--- config.mk ---
export PLATFORM = sky130hd
export DESIGN_NAME = uart_reg_cmd_rx
export DESIGN_NICKNAME = d
export VERILOG_FILES = /design/src/rtl/uart_reg_cmd_rx.sv
export SDC_FILE = /design/constraint.sdc
export NUM_CORES = 1
export LEC_CHECK = 0
export BUFFER_PORTS_ARGS = -buffer_cell sky130_fd_sc_hd__buf_2
export CAP_MARGIN = 20
export CELL_PAD_IN_SITES_DETAIL_PLACEMENT = 2
export CELL_PAD_IN_SITES_GLOBAL_PLACEMENT = 2
export CORE_ASPECT_RATIO = 1.5
export CORE_UTILIZATION = 39
export DETAILED_ROUTE_END_ITERATION = 10
export HOLD_SLACK_MARGIN = 0.08
export PLACE_DENSITY = 0.79
export RECOVER_POWER = 50
export SLEW_MARGIN = 20
export SYNTH_ARGS = -nofsm -noshare
export SYNTH_HDL_FRONTEND = slang
export SYNTH_SLANG_ARGS = --single-unit
--- constraint.sdc ---
create_clock -name clk -period 2.37 [get_ports clk]
set_input_delay 0.1185 -clock clk [delete_from_list [all_inputs] [get_ports clk]]
set_output_delay 0.1185 -clock clk [all_outputs]
set_load 0.01 [all_outputs]
--- src/rtl/uart_reg_cmd_rx.sv ---
// uart_reg_cmd_rx: UART receiver with a parser for "W<d>=<hhhh>" lines that issues register write strobes.
// The frame is 8N1 by default. Defining UART_RX_PARITY_EN switches it to 8E1, with an even-parity bit
// after the data bits. A bad parity bit is handled like a framing error.
module uart_reg_cmd_rx #(
    parameter int CLK_HZ = 27_000_000,
    parameter int BAUD   = 115200
) (
    input  logic        clk,
    input  logic        rst_n,
    input  logic        uart_rx,
    output logic        rx_byte_valid,
    output logic [7:0]  rx_byte,
    output logic        wr_en,
    output logic [2:0]  wr_addr,
    output logic [15:0] wr_data,
    output logic        cmd_err
);
    localparam int DIV  = CLK_HZ / BAUD;
    localparam int HALF = DIV / 2;
    localparam int CW   = $clog2(DIV);
    localparam logic [CW-1:0] DIV_M1  = CW'(DIV - 1);
    localparam logic [CW-1:0] HALF_M1 = CW'(HALF - 1);

    typedef enum logic [2:0] {
        IDLE, START, DATA, STOP
`ifdef UART_RX_PARITY_EN
        , PAR
`endif
    } rx_t;

    typedef enum logic [2:0] {P_IDLE, P_ADDR, P_EQ, P_HEX, P_EOL, P_SKIP} p_t;

    logic          sync_q, rxs;
    rx_t           rx_q, rx_d;
    logic [CW-1:0] cnt_q, cnt_d;
    logic [2:0]    bit_q, bit_d;
    logic [7:0]    sh_q, sh_d;
    logic          byte_ok, frame_err, tick;
    logic          vld_q, fe_q;
    logic [7:0]    byte_q;
`ifdef UART_RX_PARITY_EN
    logic          par_bad_q, par_bad_d;
`endif

    p_t            p_q, p_d;
    logic [2:0]    idx_q, idx_d;
    logic [15:0]   val_q, val_d;
    logic [1:0]    nib_q, nib_d;
    logic          wr_en_q, wr_en_d, err_q, err_d;
    logic [2:0]    wr_addr_q, wr_addr_d;
    logic [15:0]   wr_data_q, wr_data_d;
    logic          is_eol, is_dig, is_hex;
    logic [3:0]    nib;

    assign tick = cnt_q == DIV_M1;

    // Bit-timing FSM: confirm the start bit at half a bit, then sample each later bit at its centre
    always_comb begin
        rx_d      = rx_q;
        cnt_d     = cnt_q + 1'b1;
        bit_d     = bit_q;
        sh_d      = sh_q;
        byte_ok   = 1'b0;
        frame_err = 1'b0;
`ifdef UART_RX_PARITY_EN
        par_bad_d = par_bad_q;
`endif
        case (rx_q)
            IDLE: begin
                cnt_d = '0;
                rx_d  = rxs ? IDLE : START;
            end
            START: if (cnt_q == HALF_M1) begin
                cnt_d = '0;
                bit_d = '0;
                rx_d  = rxs ? IDLE : DATA;
            end
            DATA: if (tick) begin
                cnt_d = '0;
                sh_d  = {rxs, sh_q[7:1]};
                bit_d = bit_q + 1'b1;
`ifdef UART_RX_PARITY_EN
                rx_d  = (bit_q == 3'd7) ? PAR : DATA;
`else
                rx_d  = (bit_q == 3'd7) ? STOP : DATA;
`endif
            end
`ifdef UART_RX_PARITY_EN
            PAR: if (tick) begin
                cnt_d     = '0;
                par_bad_d = rxs ^ (^sh_q);
                rx_d      = STOP;
            end
`endif
            STOP: if (tick) begin
                cnt_d     = '0;
                rx_d      = IDLE;
`ifdef UART_RX_PARITY_EN
                byte_ok   = rxs & ~par_bad_q;
`else
                byte_ok   = rxs;
`endif
                frame_err = ~byte_ok;
            end
            default: rx_d = IDLE;
        endcase
    end

    // Synchroniser, receiver state and the registered byte/error pulses
    always_ff @(posedge clk or negedge rst_n) begin
        if (!rst_n) begin
            sync_q <= 1'b1;
            rxs    <= 1'b1;
            rx_q   <= IDLE;
            cnt_q  <= '0;
            bit_q  <= '0;
            sh_q   <= '0;
            vld_q  <= 1'b0;
            fe_q   <= 1'b0;
            byte_q <= '0;
`ifdef UART_RX_PARITY_EN
            par_bad_q <= 1'b0;
`endif
        end else begin
            sync_q <= uart_rx;
            rxs    <= sync_q;
            rx_q   <= rx_d;
            cnt_q  <= cnt_d;
            bit_q  <= bit_d;
            sh_q   <= sh_d;
            vld_q  <= byte_ok;
            fe_q   <= frame_err;
            byte_q <= byte_ok ? sh_q : byte_q;
`ifdef UART_RX_PARITY_EN
            par_bad_q <= par_bad_d;
`endif
        end
    end

    assign is_eol = (byte_q == 8'h0D) || (byte_q == 8'h0A);
    assign is_dig = (byte_q >= 8'h30) && (byte_q <= 8'h39);
    assign is_hex = is_dig || ((byte_q >= 8'h41) && (byte_q <= 8'h46)) || ((byte_q >= 8'h61) && (byte_q <= 8'h66));
    assign nib    = is_dig ? byte_q[3:0] : byte_q[3:0] + 4'd9;

    // Line parser: a framing or parity error wins over the byte; any syntax error skips to end of line
    always_comb begin
        p_d       = p_q;
        idx_d     = idx_q;
        val_d     = val_q;
        nib_d     = nib_q;
        wr_en_d   = 1'b0;
        wr_addr_d = wr_addr_q;
        wr_data_d = wr_data_q;
        err_d     = 1'b0;
        if (fe_q) begin
            p_d   = P_SKIP;
            err_d = 1'b1;
        end else if (vld_q) begin
            case (p_q)
                P_IDLE: begin
                    p_d   = (byte_q == 8'h57 || byte_q == 8'h77) ? P_ADDR : is_eol ? P_IDLE : P_SKIP;
                    err_d = p_d == P_SKIP;
                end
                P_ADDR: begin
                    p_d   = (byte_q >= 8'h30 && byte_q <= 8'h37) ? P_EQ : P_SKIP;
                    idx_d = byte_q[2:0];
                    err_d = p_d == P_SKIP;
                end
                P_EQ: begin
                    p_d   = (byte_q == 8'h3D) ? P_HEX : P_SKIP;
                    nib_d = '0;
                    err_d = p_d == P_SKIP;
                end
                P_HEX: begin
                    p_d   = !is_hex ? P_SKIP : (nib_q == 2'd3) ? P_EOL : P_HEX;
                    val_d = {val_q[11:0], nib};
                    nib_d = nib_q + 1'b1;
                    err_d = !is_hex;
                end
                P_EOL: begin
                    p_d       = is_eol ? P_IDLE : P_SKIP;
                    wr_en_d   = is_eol;
                    wr_addr_d = is_eol ? idx_q : wr_addr_q;
                    wr_data_d = is_eol ? val_q : wr_data_q;
                    err_d     = !is_eol;
                end
                default: p_d = is_eol ? P_IDLE : P_SKIP;
            endcase
        end
    end

    // Parser state and the write/error outputs
    always_ff @(posedge clk or negedge rst_n) begin
        if (!rst_n) begin
            p_q       <= P_IDLE;
            idx_q     <= '0;
            val_q     <= '0;
            nib_q     <= '0;
            wr_en_q   <= 1'b0;
            wr_addr_q <= '0;
            wr_data_q <= '0;
            err_q     <= 1'b0;
        end else begin
            p_q       <= p_d;
            idx_q     <= idx_d;
            val_q     <= val_d;
            nib_q     <= nib_d;
            wr_en_q   <= wr_en_d;
            wr_addr_q <= wr_addr_d;
            wr_data_q <= wr_data_d;
            err_q     <= err_d;
        end
    end

    assign rx_byte_valid = vld_q;
    assign rx_byte       = byte_q;
    assign wr_en         = wr_en_q;
    assign wr_addr       = wr_addr_q;
    assign wr_data       = wr_data_q;
    assign cmd_err       = err_q;
endmodule
# Word-level counts from Yosys, hierarchy flattened

Index checks and enable logic that the tools add are counted.

Register bits after elaboration: 79
Output and inout port bits: 30

Add/sub/neg operators: 4
Order comparisons: 7
Equality and inequality tests: 22
Multiplexer cells: 34
Bitwise gates (word level): 2
Reduce and logical (&&, ||, !) cells: 23

Operator list:

| cell                | count |
|---|---|
| $mux 3              | 13 |
| $eq 8x7->1 const B  | 3 |
| $pmux 3 s4          | 2 |
| $pmux 8 s3          | 1 |
| $eq 8x4->1 const B  | 2 |
| $ge 8x7->1 const B  | 2 |
| $le 8x6->1 const B  | 2 |
| $le 8x7->1 const B  | 2 |
| $mux 8              | 2 |
| $eq 3x3->1 const B  | 5 |
| $reduce_and 3->1    | 5 |
| $eq 3x2->1 const B  | 4 |
| $mux 1              | 11 |
| $add 8x1->8 const B | 1 |
| $eq 8x6->1 const B  | 1 |
| $eq 8x8->1 const B  | 1 |
| $ge 8x6->1 const B  | 1 |
| $eq 3x1->1 const B  | 2 |
| $logic_not 3->1     | 2 |
| $ne 2x2->1 const B  | 3 |
| $pmux 3 s2          | 1 |
| $reduce_bool 2->1   | 3 |
| $pmux 1 s5          | 1 |
| $add 4x4->4 const B | 1 |
| 13 further kinds    | 21 |

# Longest topological paths before layout

Depth after elaboration: 8
Mapped depth: 9

# Least setup slack after synthesis

No wires, ideal clock.

Path kind: reg-to-reg
From: reg byte_q[1] (netlist: rx_byte[1])
To: reg wr_data_q[1] (netlist: wr_data[1])
Library setup time: 125 ps
Arrival time: 1827 ps
Data required time: 2245 ps
Setup slack: 418 ps
Stages on the path, launching flop included: 8
Path buffers: 1
Clock period less this slack: 1952 ps
Cell sequence: dfrtp_1 inv_1 ha_1 mux2_2 nand3_2 or3_1 buf_6 mux2_4

Cells in the longest elaborated chain, start to end: 3

RTL lines:

| item                           | RTL line | source |
|---|---|---|
| start: declaration             | 40       | `logic [7:0] byte_q;` |
| start signal: assignment       | 133      | `byte_q <= byte_ok ? sh_q : byte_q;` |
| $eq 8x4->1                     | 140      | `assign is_eol = (byte_q == 8'h0D) \|\| (byte_q == 8'h0A);` |
| $logic_or 1x1->1 (*)           | 140      |  |
| $reduce_and 4->1 (no line) (*) | n/a      |  |
| end signal: assignment         | 210      | `wr_data_q <= wr_data_d;` |
| end: declaration               | 51       | `logic [15:0] wr_data_q, wr_data_d;` |

Mark *: on every way between the ends. The rest lies on a longest branch, timed or not.
A chain may end at the register's enable or synchronous reset.

# Worst setup path after layout

From: reg byte_q[0] (netlist: rx_byte[0])
To: reg wr_data_q[3] (netlist: wr_data[3])

Same word-level chain as after synthesis.

==> results.cfg <==
[clocking]
cts_resized = 0
cts.sinks = 78
clkTransAtPathRegs_ns = 0.06
cts_tree = yes
numCtsBuffers = 9
cts-htree-levels = 3
post_cts_buffers = 0
cts_root_buf = clkbuf_16
clock_latency_ns = 0.34
clockBufferDepth = 2

[sta]
max_freq_mhz = 453
slew_violations = 0
finalHoldViolCount = 0
post-route-min-period_ns = 2.21
rsz0062_at_grt = no
fin_setup_tns_ns = 0
timing.max_slew.rel_slack = 0.357
setup_viol = 0
setup_slack_ns = 0.161
skew_ns = 0.00729
worst_slew_pin_slew_ns = 0.964
period_share = 0.932

[power]
ir_drop_mv = 0.377
leakage_nw = 2.09
p_per_area_nw_per_um2 = 671

[critical_path]
cp_slowest_stage_delay_ns = 0.62
cp-start-kind = flop
cp_slowest_cell = or3_1
crit_path_cell_trace = inv_1, ha_1, mux2_2, nand3_2, or3_1, mux2_4
critPathCaptureType = flop
ff2ff_setup_slack_ns = 0.16
cp.required_ns = 2.59
worstPathArrival_ns = 2.43
critPathKind = flop to flop
cp_max_fo = 10

[min_path]
hold_class = flop to flop

[detailed_routing]
wl_per_cell_um = 18.3
ant_nets = 0
drc = 0
viasPerCell = 5.33
dr.pass1.iters = 4
via_count = 2549
routed_wl_um = 8760
drt_iter0_drc = 59

[floorplanning]
die_area_sq_um = 9530
ioPinCount = 33
die_height_um = 119
core_sq_um = 8830
die_x_um = 80.0
start_util = 0.404
fp-row-count = 42

[logic_synthesis]
ys_seq_elements = 78
synthArstFlopShare = 1.00
synth_edf_count = 0
ys.flop_type = dfrtp_1
ys_types = 56
synth_top_area_frac = 0.534
synthTopCellsByArea = dfrtp_1, nand2_1, mux2_2, mux2_4, ha_1
postSynthCellCount = 318
synth.net_count = 331
syn_area_sq_um = 3560
yosys_warnings = 0
synth.avg_cell_area_sq_um = 11.2
seq_area_frac_synth = 0.548
yosysTopAreaCell = dfrtp_1

[finish]
layout.cells.most_common_list = dfrtp_1, nand2_1, mux2_2
antennaDiodeCount = 0
final_layout_size_suffix_gt1_frac = 0.242
nNetsFinal = 376
fin_util = 0.476
fin_cells = 478
final_common_cell = dfrtp_1
area_delta_synth_final_pct = 17.8

[placement]
post-place-ws_ns = 0.0331
place_hpwl_um = 5990
gp_congestion = 0.783
place_inst = 460
io_buffers = 32

[global_route]
grt_max_degree = 44
track_usage = 0.210
antenna_found_initial = 0
grt_first_pass_wirelength_um = 14700
grt_pass1_vias = 2906
grt_overflow = 0

[flow_run]
maxCapViolations = 0

[status]
status = completed
-- area by class of cell --
cell class | instances | area (sq um)
clock buffers | 13 | 280
inverters | 8 | 30.0
flip-flops and latches | 78 | 1950
clock inverters | 3 | 40.0
fillers | 937 | 4630
well taps | 110 | 138
repair buffers | 46 | 250
multi-input cells | 220 | 1510
-- per-stage QoR --
stage               area [sq um]  hold slack (ns)  total power [mW]
global placement            3890            0.106              1.39
CTS                         4230            0.288              2.86
global route                4200            0.361              2.91
finish                      4200            0.359              2.82
detailed placement          3890            0.114              1.39
floorplan                   3560           -0.177              1.36
-- per-layer routing --
metal | up-vias | global-route usage | part of all wire
li1 | 1174 | - | -
met1 | 1312 | 0.211 | 0.37
met2 | 43 | 0.387 | 0.57
met3 | 20 | 0.0544 | 0.027
met4 | 0 | 0.105 | 0.033
met5 | - | 0 | 0
-- registers in the layout (all words and copies together), names as in the netlist --
signal         count
rx_byte_valid      1
rx_byte            8
nib_q              2
rxs                1
idx_q              3
wr_en              1
val_q             16
cnt_q              8
p_q                3
wr_data           16
sh_q               8
rx_q               2
fe_q               1
cmd_err            1
sync_q             1
bit_q              3
wr_addr            3
-- path summary, 6_finish.rpt --
path | startpoint | cells after the start | end
worst max-delay path | rx_byte[0] | 6 | wr_data[3]
worst min-delay path | sync_q | 0 | rxs
worst max register to register | rx_byte[0] | 6 | wr_data[3]
worst min register to register | sync_q | 0 | rxs
max in group asynchronous | rst_n | 3 | cmd_err
min in group asynchronous | rst_n | 2 | wr_addr[2]
-- power breakdown --
group | total (mW) | switching (mW) | internal, mW
Combinational | 0.0301 | 0.0263 | 0.00385
Sequential | 1.34 | 0.00190 | 1.34
Clock | 1.45 | 0.526 | 0.926
-- repair_timing --
action / in CTS / in global routing
endpoints found under the setup margin: 0 / 0
hold buffers: 2 / 0
hold endpoints to repair: 34 / 0
-- synth_stat cells, types with 3 or more instances --
| master | count |
|---|---|
| o21ai_0 | 14 |
| nand2b_1 | 5 |
| a21oi_1 | 5 |
| ha_1 | 10 |
| mux2_2 | 22 |
| xor2_1 | 6 |
| nor2_1 | 19 |
| mux2_4 | 10 |
| or3_1 | 3 |
| xnor2_1 | 3 |
| buf_2 | 3 |
| buf_4 | 4 |
| dfrtp_1 | 76 |
| nand4_1 | 4 |
| nand2_1 | 68 |
| inv_1 | 8 |
| nand3_1 | 8 |
-- logic make-up (layout without fill, tap and decap cells) --
group | after synthesis | after routing | share of synthesized area
AOI/OAI and AO/OA | 39 | 39 | 0.0716
xor gates and xnor gates | 9 | 9 | 0.0221
adders and majority gates | 10 | 10 | 0.0351
buffers and inverters | 20 | 70 | 0.0305
DFF | 78 | 78 | 0.548
muxes | 33 | 33 | 0.114
and+or+nand+nor | 129 | 129 | 0.178
-- critical path: cells and delay by family, from the launching register on --
kind / cells / cell delay (ns)
simple gates: 2 / 0.73
mux: 2 / 0.56
flops: 1 / 0.44
fa+ha+maj: 1 / 0.19
buf+inv: 1 / 0.16
No activity file was read; power rests on OpenSTA's default activity.
